==> config.mk <==
export PLATFORM = sky130hd
export DESIGN_NAME = fetch_prefetch_queue
export DESIGN_NICKNAME = d
export VERILOG_FILES = /design/src/rtl/fetch_prefetch_queue.sv
export SDC_FILE = /design/constraint.sdc
export NUM_CORES = 1
export LEC_CHECK = 0
export BUFFER_PORTS_ARGS = -buffer_cell sky130_fd_sc_hd__buf_2
export CORE_MARGIN = 2
export CORE_UTILIZATION = 60
export CTS_CLUSTER_DIAMETER = 60
export DETAILED_ROUTE_END_ITERATION = 8
export MAX_ROUTING_LAYER = met4
export PLACE_DENSITY = 0.81
export REMOVE_ABC_BUFFERS = 1
export SLEW_MARGIN = 30
export SYNTH_ARGS = -nofsm -noshare
export SYNTH_HDL_FRONTEND = slang
export SYNTH_SLANG_ARGS = --single-unit
==> constraint.sdc <==
create_clock -name clk -period 7.3 [get_ports clk]
set_input_delay 0.73 -clock clk [delete_from_list [all_inputs] [get_ports clk]]
set_output_delay 0.73 -clock clk [all_outputs]
set_load 0.02 [all_outputs]
==> src/rtl/fetch_prefetch_queue.sv <==
`default_nettype none
// ============================================================================
// Module      : fetch_prefetch_queue
// Description : Instruction-fetch stage. It owns the fetch PC and issues
//               in-order byte reads to program memory. Returned bytes are
//               queued with their PC in a small prefetch FIFO and handed to
//               the control unit one per cycle. A redirect flushes the
//               queue and drops stale in-flight responses.
// Revision    : 1.0 - initial release
// ============================================================================
module fetch_prefetch_queue #(
  parameter int                ADDR_W   = 8,
  parameter int                DATA_W   = 8,
  parameter int                DEPTH    = 4,
  parameter logic [ADDR_W-1:0] RESET_PC = '0
) (
  input  logic              clk,
  input  logic              rst,
  // program-memory request channel
  output logic              mem_req_valid,
  output logic [ADDR_W-1:0] mem_req_addr,
  input  logic              mem_req_ready,
  // program-memory response channel (in order, one per accepted request)
  input  logic              mem_rsp_valid,
  input  logic [DATA_W-1:0] mem_rsp_data,
  // flow control from the control unit
  input  logic              redirect_valid,
  input  logic [ADDR_W-1:0] redirect_pc,
  input  logic              halt_req,
  // instruction hand-off to the control unit
  output logic              instr_valid,
  output logic [DATA_W-1:0] instr_data,
  output logic [ADDR_W-1:0] instr_pc,
  input  logic              instr_ready
);

  localparam int PW = $clog2(DEPTH);
  localparam int CW = $clog2(DEPTH) + 1;

  typedef enum logic [0:0] {
    ST_RUN  = 1'b0,
    ST_HALT = 1'b1
  } state_t;

  state_t            r_state;
  state_t            w_state_nxt;

  logic [ADDR_W-1:0] r_fetch_pc;
  // PC belonging to the next response that will actually be queued
  logic [ADDR_W-1:0] r_rsp_pc;
  logic [CW-1:0]     r_count;
  logic [CW-1:0]     r_inflight;
  logic [CW-1:0]     r_discard;
  logic [PW-1:0]     r_rd_ptr;
  logic [PW-1:0]     r_wr_ptr;
  logic [DATA_W-1:0] r_fifo_data [DEPTH];
  logic [ADDR_W-1:0] r_fifo_pc   [DEPTH];

  logic [CW:0]       w_used;
  logic              w_credit_ok;
  logic              w_req_valid;
  logic              w_req_fire;
  logic              w_rsp_fire;
  logic              w_drop;
  logic              w_enq;
  logic              w_deq;
  logic              w_full;

  // Slots already promised: queued entries plus responses still owed.
  assign w_used      = {1'b0, r_count} + {1'b0, r_inflight};
  assign w_credit_ok = (w_used < (CW+1)'(DEPTH));
  assign w_full      = (r_count == CW'(DEPTH));

  assign w_req_fire  = mem_req_valid & mem_req_ready;
  assign w_rsp_fire  = mem_rsp_valid;
  assign w_drop      = (r_discard != '0);
  // A redirect flushes the queue, so nothing enters or leaves it that cycle.
  assign w_enq       = w_rsp_fire & ~w_drop & ~redirect_valid;
  assign w_deq       = instr_valid & instr_ready & ~redirect_valid;

  assign mem_req_valid = w_req_valid & ~rst;
  assign mem_req_addr  = r_fetch_pc;
  assign instr_valid   = (r_count != '0);
  assign instr_data    = r_fifo_data[r_rd_ptr];
  assign instr_pc      = r_fifo_pc[r_rd_ptr];

  // State register for the run/halt controller.
  always_ff @(posedge clk) begin
    if (rst) begin
      r_state <= ST_RUN;
    end else begin
      r_state <= w_state_nxt;
    end
  end

  // Next state and request enable; a redirect always restarts fetching.
  always_comb begin
    w_state_nxt = r_state;
    w_req_valid = 1'b0;
    case (r_state)
      ST_RUN: begin
        w_req_valid = w_credit_ok & ~redirect_valid;
        if (halt_req) begin
          w_state_nxt = ST_HALT;
        end
      end
      ST_HALT: begin
        w_req_valid = 1'b0;
      end
      default: begin
        w_state_nxt = ST_RUN;
      end
    endcase
    if (redirect_valid) begin
      w_state_nxt = ST_RUN;
    end
  end

  // Fetch PC advances on each accepted request, or jumps on redirect.
  always_ff @(posedge clk) begin
    if (rst) begin
      r_fetch_pc <= RESET_PC;
    end else if (redirect_valid) begin
      r_fetch_pc <= redirect_pc;
    end else if (w_req_fire) begin
      r_fetch_pc <= r_fetch_pc + ADDR_W'(1);
    end
  end

  // Response PC follows the fetch PC, lagging by the kept in-flight reads.
  always_ff @(posedge clk) begin
    if (rst) begin
      r_rsp_pc <= RESET_PC;
    end else if (redirect_valid) begin
      r_rsp_pc <= redirect_pc;
    end else if (w_enq) begin
      r_rsp_pc <= r_rsp_pc + ADDR_W'(1);
    end
  end

  // In-flight and discard bookkeeping for outstanding memory reads.
  always_ff @(posedge clk) begin
    if (rst) begin
      r_inflight <= '0;
      r_discard  <= '0;
    end else begin
      r_inflight <= r_inflight + CW'(w_req_fire) - CW'(w_rsp_fire);
      if (redirect_valid) begin
        // Every read still owed after this cycle belongs to the old flow,
        // including any already marked stale by an earlier redirect.
        r_discard <= r_inflight - CW'(w_rsp_fire);
      end else if (w_rsp_fire && w_drop) begin
        r_discard <= r_discard - CW'(1);
      end
    end
  end

  // Prefetch FIFO pointers, occupancy and storage.
  always_ff @(posedge clk) begin
    if (rst) begin
      r_rd_ptr <= '0;
      r_wr_ptr <= '0;
      r_count  <= '0;
      for (int i = 0; i < DEPTH; i++) begin
        r_fifo_data[i] <= '0;
        r_fifo_pc[i]   <= '0;
      end
    end else if (redirect_valid) begin
      r_rd_ptr <= '0;
      r_wr_ptr <= '0;
      r_count  <= '0;
    end else begin
      if (w_enq) begin
        r_fifo_data[r_wr_ptr] <= mem_rsp_data;
        r_fifo_pc[r_wr_ptr]   <= r_rsp_pc;
        r_wr_ptr              <= r_wr_ptr + PW'(1);
      end
      if (w_deq) begin
        r_rd_ptr <= r_rd_ptr + PW'(1);
      end
      r_count <= r_count + CW'(w_enq) - CW'(w_deq);
    end
  end

`ifndef SYNTHESIS
  // The credit scheme never lets a kept response arrive into a full queue
  // unless the head leaves in the same cycle.
  a_no_overflow : assert property (@(posedge clk) disable iff (rst)
    !(w_enq && w_full && !w_deq));
`endif

endmodule
`default_nettype wire
==> impl_results.md, run 1 <==
* Status: complete, no violations
* Pre-antenna DRT Iters at 4
* GP Congestion at 0.7893
* WP buf/inv at 3
* CP endpoint kind: flip-flop
* Yosys reg bits at 96
* Width of the die at 90.51 um
* Initial core utilization at 61.91%
* Layout area overhead at 11.20%
* WL per Instance at 17.25 um
* Post-synth cell types at 54
* Full die area at just over 0.008 mm^2
* PostCTS Resize Cnt at 0
* Reg area at 0.002564 mm^2
* Initial antenna violation count at 0
* Mapped Cells at between 300 and 400
* Max clock buf depth at 2
* Critical path peak fanout at 26
* Worst-margin pin slew at 0.9409 ns
* Final hold violation count at 0
* # setup viols final at 0
* Final min period at 3.394 ns
* Synth top cells by count: edfxtp_1, and2_1, dfxtp_1, nor2_1, mux4_2
* Vias after detailed routing at approximately 2900
* Clk pwr share at 33.0%
* Die height at about 91 um
* Share of the synthesized area in the top cell type at 42.80%
* Via-to-Cell Ratio at 5.800
* First-pass GRT wire length at 14050 um
* Reg power frac at 54.0%
* Synthesized area per cell at 12.69 um^2
* Worst Hold Class: flip-flop to flip-flop
* PortBufs at 48
* Root Buffer: clkbuf_8
* Core Region at 0.007253 mm^2
* Antenna-violating nets left at 0
* Critical Path Source Type: input port
* Fin Setup TNS at 0 ns
* Largest net degree at the start of global routing at 27
* Most common cell in the netlist: edfxtp_1
* M3 GR Usage at 2.588%
* Met1 Usage GRT at 29.04%
* Crit path cell chain: buf_2, nor2_2, and4_1, inv_4, ha_1, inv_1, ha_1, fa_1, xnor2_1, xnor2_1, nor2_1
* Area occupied by multi-input gates at 0.001758 mm^2
* Largest stage delay, worst path at 0.69 ns
* Worst Skew at between 0.01 and 0.015 ns
* Top-level I/O count at between 40 and 50
* Vias in the first global route at about 2900
* Global Route Usage Sum at 22.90%
* Gr busiest metal: met2
* Fmax at 294.6 MHz
* Switching share of total power at 25.81%
* Sw power at roughly 0.00030 W
* Worst skew pair latency at 0.37 ns
* Number of fillers in the final layout at around 550
* Sink Count at 96
* Setup Crit Path Kind: input port to flip-flop
* Post-CTS Setup Bufs at 0
* Max cap viols at 0
* RSZ-0062 raised after global routing: false
* Synth top area cells: edfxtp_1, dfxtp_1, mux4_2
* Synth Cell Area at 0.004491 mm^2
* Sequential area share after synthesis at 57.06%
* Final WL at 8557 um
* Slowest library cell on the worst path: nor2_2
* Worst rel slew slack at around 37%
* Final Slew Violations at 0
* Dominant cell type by area after synthesis: edfxtp_1
* Internal at 0.0008743 W
* DRC viols at 0
* CTS tree: built
* Worst EP arrival at around 3.6 ns
* Fraction of layout cells with a size suffix above 1 at 24.43%
* Primary FF master, synth: edfxtp_1
* Gr ovfl total at 0
* # nets final at approximately 430
* Clock slew seen by the registers of the worst setup and hold paths at 0.09 ns
* Iteration-0 DRC count of the detailed router at 152
* Lkg Pwr at 1.949 nW
* Gate power share at 13.1%
* Ys async rst share at 0%
* Syn. warnings at 0
* Final HPWL DP at 5545 um
* H-tree depth at 3
* FP Rows at 31
* CTS buffer count at 9
* Util after Layout at 68.85%
* Met2 Use GR at between 30 and 40%
* Hold_buf cts at 0
* Worst EP required at 7.55 ns
* Final Cycle Share at a little under half
* Power per cell area at 236.0 mW/mm^2
* CP top delay family: simple AND/OR/NAND/NOR gates
* Number of synthesized flops with an enable pin at 64
* Worst VDD drop at 0.0001366 V
* N_diodes at 0
## layer usage
layer	vias up	share of wire [%]
li1	1368	-
met2	101	49
met4	0	2.6
met1	1390	44
met3	18	4.4
met5	-	0
## kinds of logic (layout without fill, tap and decap cells)
family / Yosys count / after routing / synth area share [%]
AND/OR/NAND/NOR: 135 / 135 / 17.39
flip-flops: 96 / 96 / 57.06
buffers and inverters: 39 / 82 / 3.901
AO/OA/AOI/OAI: 36 / 36 / 5.851
XOR/XNOR: 17 / 17 / 3.316
multiplexers: 17 / 17 / 8.248
adder cells (fa/ha/maj): 14 / 14 / 4.235
## cell type report
cell class              count  share of cell area (%)
clock buffers               9                   2.481
clock inverters             7                   2.055
inverters                  15                   1.178
multi-input cells         219                   35.20
flip-flops and latches     96                   51.34
well taps                  99                   2.481
repair buffers             51                   5.262
## final timing paths
path	cells after the start	from	endpoint	slack, ns
max	11	rst	r_inflight[2]	3.91
min	2	r_state	r_state	0.51
max reg2reg	11	r_inflight[2]	r_inflight[2]	4.32
min reg2reg	2	r_state	r_state	0.51
## cell usage in the layout, fill, tap and decap left out, drive strengths merged, types with 7 or more instances in the layout
| cell | instances |
|---|---|
| or3 | 7 |
| nand2 | 8 |
| clkbuf | 9 |
| edfxtp | 64 |
| ha | 12 |
| mux4 | 16 |
| nand3 | 11 |
| nor2 | 21 |
| and3 | 16 |
| dfxtp | 32 |
| inv | 17 |
| buf | 51 |
| and2 | 43 |
| xnor2 | 11 |
## sequential cells by signal, indices dropped and copies added (netlist names), 3 cells and up, named ones only
| name | flops |
|---|---|
| r_inflight | 3 |
| mem_req_addr | 8 |
| r_rsp_pc | 8 |
| r_fifo_data | 32 |
| r_fifo_pc | 32 |
| r_count | 3 |
| r_discard | 3 |
## power by group through the flow
| stage | clock (W) | sequential (W) | combinational (W) |
|---|---|---|---|
| global route | 0.000413 | 0.000641 | 0.000171 |
| detailed placement | 0 | 0.000649 | 0.000154 |
| CTS | 0.000391 | 0.000636 | 0.000155 |
| floorplan | 0 | 0.000645 | 0.000104 |
| global placement | 0 | 0.000646 | 0.000149 |
| finish | 0.000388 | 0.000636 | 0.000154 |
## worst register-to-register path, stage by stage, from the launching register on
cell	delay, ns
dfxtp_1	0.41
ha_1	0.26
nor4_2	0.32
and4_1	0.49
inv_4	0.12
ha_1	0.29
inv_1	0.04
ha_1	0.18
fa_1	0.38
xnor2_1	0.19
xnor2_1	0.13
nor2_1	0.05
## metrics by stage
stage | hold slack [ns] | instance area (um^2) | setup slack, ns | instances | total power, W
finish | 0.5120 | 4994 | 3.906 | 496 | 0.001179
floorplan | 0.4578 | 4374 | 4.153 | 330 | 0.0007490
global placement | 0.4864 | 4761 | 3.200 | 480 | 0.0007947
detailed placement | 0.4956 | 4765 | 3.558 | 480 | 0.0008029
global route | 0.5587 | 4994 | 3.636 | 496 | 0.001225
CTS | 0.5112 | 4991 | 3.914 | 496 | 0.001182
(Power assumes the default switching activity.)
==> run 2: changes to the inputs <==
ABC_AREA = 1   (was not set)
CORE_UTILIZATION = 59   (was 60)
PLACE_DENSITY = 0.8   (was 0.81)
clock period = 3.2 ns   (was 7.3 ns; I/O delays follow)
==> impl_results.md, run 2 <==
* Ys async rst share at 0% (unchanged)
* Max clock buf depth at 2 (unchanged)
* Hold_buf cts at 0 (unchanged)
* Final HPWL DP at 6474 um (was 5545 um)
* Sequential area share after synthesis at 53.85% (was 57.06%)
* Power per cell area at 505.9 mW/mm^2 (was 236.0 mW/mm^2)
* Top-level I/O count at 49 (unchanged)
* Synth top cells by count: nor2_1, edfxtp_1, nand2_1, inv_1, o21ai_0 (was edfxtp_1, and2_1, dfxtp_1, nor2_1, mux4_2)
* Post-synth cell types at 35 (was 54)
* Pre-antenna DRT Iters at 4 (unchanged)
* Reg2Reg Depth at 15 (was 11)
* PortBufs at 48 (unchanged)
* # setup viols final at 0 (unchanged)
* Mapped Cells at 519 (was 354)
* Most common cell in the netlist: nor2_1 (was edfxtp_1)
* Full die area at 0.008799 mm^2 (was 0.008192 mm^2)
* Max cap viols at 0 (unchanged)
* N_diodes at 0 (unchanged)
* WL per Instance at 14.59 um (was 17.25 um)
* Vias in the first global route at 3554 (was 2864)
* Critical Path Source Type: flip-flop (was input port)
* Worst-margin pin slew at 0.7508 ns (was 0.9409 ns)
* Fraction of layout cells with a size suffix above 1 at 18.47% (was 24.43%)
* Sw power at 0.0007383 W (was 0.0003042 W)
* Synth Cell Area at 0.004758 mm^2 (was 0.004491 mm^2)
* Synthesized area per cell at 9.168 um^2 (was 12.69 um^2)
* Largest net degree at the start of global routing at 33 (was 27)
* Worst rel slew slack at 49.82% (was 37.04%)
* Setup Crit Path Kind: flip-flop to flip-flop (was input port to flip-flop)
* Final WL at 9865 um (was 8557 um)
* Final hold violation count at 0 (unchanged)
* Largest regs: r_fifo_data x32, r_fifo_pc x32 (unchanged)
* Via-to-Cell Ratio at 5.413 (was 5.800)
* Post-CTS Setup Bufs at 0 (unchanged)
* Final min period at 2.780 ns
* CTS buffer count at 9 (unchanged)
* CTS tree: built (unchanged)
* First-pass GRT wire length at 16040 um (was 14050 um)
* # nets final at 606 (was 429)
* Final Slew Violations at 0 (unchanged)
* Reg area at 0.002562 mm^2 (was 0.002564 mm^2)
* RSZ-0062 raised after global routing: false (unchanged)
* Layout area overhead at 12.02% (was 11.20%)
* Gr ovfl total at 0 (unchanged)
* Worst EP required at 3.51 ns (was 7.55 ns)
* Share of the synthesized area in the top cell type at 40.39% (was 42.80%)
* Clk pwr share at 33.3% (was 33.0%)
* CP endpoint kind: flip-flop (unchanged)
* Reg power frac at 53.2% (was 54.0%)
* Yosys reg bits at 96 (unchanged)
* Root Buffer: clkbuf_8 (unchanged)
* Fin Setup TNS at 0 ns (unchanged)
* Placed cells at 660 (was 480)
* DRC viols at 0 (unchanged)
* GP Congestion at 0.9371 (was 0.7893)
* Antenna-violating nets left at 0 (unchanged)
* Worst skew pair latency at 0.38 ns (was 0.37 ns)
* Worst VDD drop at 0.0002859 V (was 0.0001366 V)
* Global Route Usage Sum at 24.48% (was 22.90%)
* Initial antenna violation count at 0 (unchanged)
* Primary FF master, synth: edfxtp_1 (unchanged)
* Sink Count at 96 (unchanged)
* Number of synthesized flops with an enable pin at 64 (unchanged)
* Number of fillers in the final layout at 621 (was 553)
* Final cell count without fillers at 676 (was 496)
* Initial core utilization at 61.26% (was 61.91%)
* Area occupied by multi-input gates at 0.001839 mm^2 (was 0.001758 mm^2)
* Worst Hold Class: input port to flip-flop (was flip-flop to flip-flop)
* Width of the die at 93.81 um (was 90.51 um)
* Worst EP arrival at 3.09 ns (was 3.64 ns)
* Switching share of total power at 27.38% (was 25.81%)
* Commonest non-fill, non-tap cell in the layout: nor2_1 (was edfxtp_1)
* H-tree depth at 3 (unchanged)
* Gate power share at 13.5% (was 13.1%)
* Lkg Pwr at 2.372 nW (was 1.949 nW)
* Syn. warnings at 0 (unchanged)
* Critical path peak fanout at 6 (was 26)
* Vias after detailed routing at 3659 (was 2877)
* Most frequent cells in the layout: nor2_1, edfxtp_1, nand2_1, inv_1 (was edfxtp_1, buf_2, and2_1, dfxtp_1, nor2_1)
* Iteration-0 DRC count of the detailed router at 146 (was 152)
* Clock slew seen by the registers of the worst setup and hold paths at 0.09 ns (about the same)
* Die height at 93.81 um (was 90.51 um)
* Final Cycle Share at between 80% and 90%
* Status: complete, no violations (unchanged)
* Dominant cell type by area after synthesis: edfxtp_1 (unchanged)
* FP Rows at 32 (was 31)
* Internal at 0.001958 W (was 0.0008743 W)
* Fmax at 359.7 MHz
* Synth top area cells: edfxtp_1, dfxtp_1, nor2_1 (was edfxtp_1, dfxtp_1, mux4_2)
* Worst Skew at 0.01349 ns (was 0.01041 ns)
* Core Region at 0.007767 mm^2 (was 0.007253 mm^2)
* PostCTS Resize Cnt at 0 (unchanged)
* Hold Crit Depth at 3 (was 2)
* Util after Layout at 68.62% (was 68.85%)
[run 2: cell count changes in the layout (fill, tap and decap cells not counted), moves of 15 or more]
cell / previous run / this run
nor2_1: 19 / 115
nand2_1: 7 / 62
o21ai_0: 1 / 48
and2_1: 43 / 0
inv_1: 14 / 56
mux4_2: 16 / 0
and3_1: 15 / 0
o22ai_1: 1 / 16
[run 2: area by class of cell]
cell class | instances | area share [%]
clock buffer | 9 | 2.324
clock inverter | 7 | 1.925
inverter | 69 | 5.000
multi-input combinational | 336 | 34.51
sequential | 96 | 48.08
tap | 102 | 2.394
timing repair buffer | 57 | 5.775
[run 2: routing by layer]
metal	up-vias	routed length, um	global-route usage (%)
met2	122	4991	42.44
met1	1697	4091	27.96
met3	24	584	5.217
met5	-	0	-
li1	1816	-	-
met4	0	197	9.179
[run 2: final timing paths]
kind,to,startpoint,slack (ns)
worst min register to register,flip-flop,r_rd_ptr[1],0.48
worst max-delay path,r_count[2],r_discard[0],0.42
worst min-delay path,r_state,halt_req,0.16
worst max register to register,r_count[2],r_discard[0],0.42
[run 2: worst max-delay path: stages (launching register included)]
cell,delay (ns)
dfxtp_1,0.32
inv_1,0.09
ha_1,0.15
inv_1,0.04
nor2_1,0.10
nand2_2,0.14
nor2_1,0.34
inv_2,0.11
ha_1,0.30
inv_1,0.05
ha_1,0.12
inv_1,0.05
fa_1,0.38
xnor2_1,0.15
or2_2,0.27
a21oi_1,0.11
[run 2: stage by stage]
stage / area, um^2 / power [W] / hold slack, ns / setup WS, ns
2_1_floorplan: 4663 / 0.001709 / 0.3891 / 0.3763
3_3_place_gp: 5104 / 0.001810 / 0.4619 / 0.4898
3_5_place_dp: 5104 / 0.001827 / 0.4708 / 0.4252
4_1_cts: 5330 / 0.002707 / 0.1578 / 0.4055
5_1_grt: 5330 / 0.002809 / 0.1768 / 0.1995
6_report: 5330 / 0.002696 / 0.1620 / 0.4195
[run 2: power groups by stage]
stage / registers, W / logic, W / clock network, W
2_1_floorplan: 0.00146 / 0.000248 / 0
3_3_place_gp: 0.00146 / 0.000352 / 0
3_5_place_dp: 0.00146 / 0.000364 / 0
4_1_cts: 0.00143 / 0.000366 / 0.000907
5_1_grt: 0.00144 / 0.000412 / 0.000954
6_report: 0.00143 / 0.000363 / 0.000899
[run 2: cells by family after synthesis]
family | synth area share [%]
AND/OR/NAND/NOR | 22.90
flip-flops | 53.85
buffers and inverters | 7.599
AO/OA/AOI/OAI | 10.91
adder cells (fa/ha/maj) | 3.997
XOR/XNOR | 0.7364
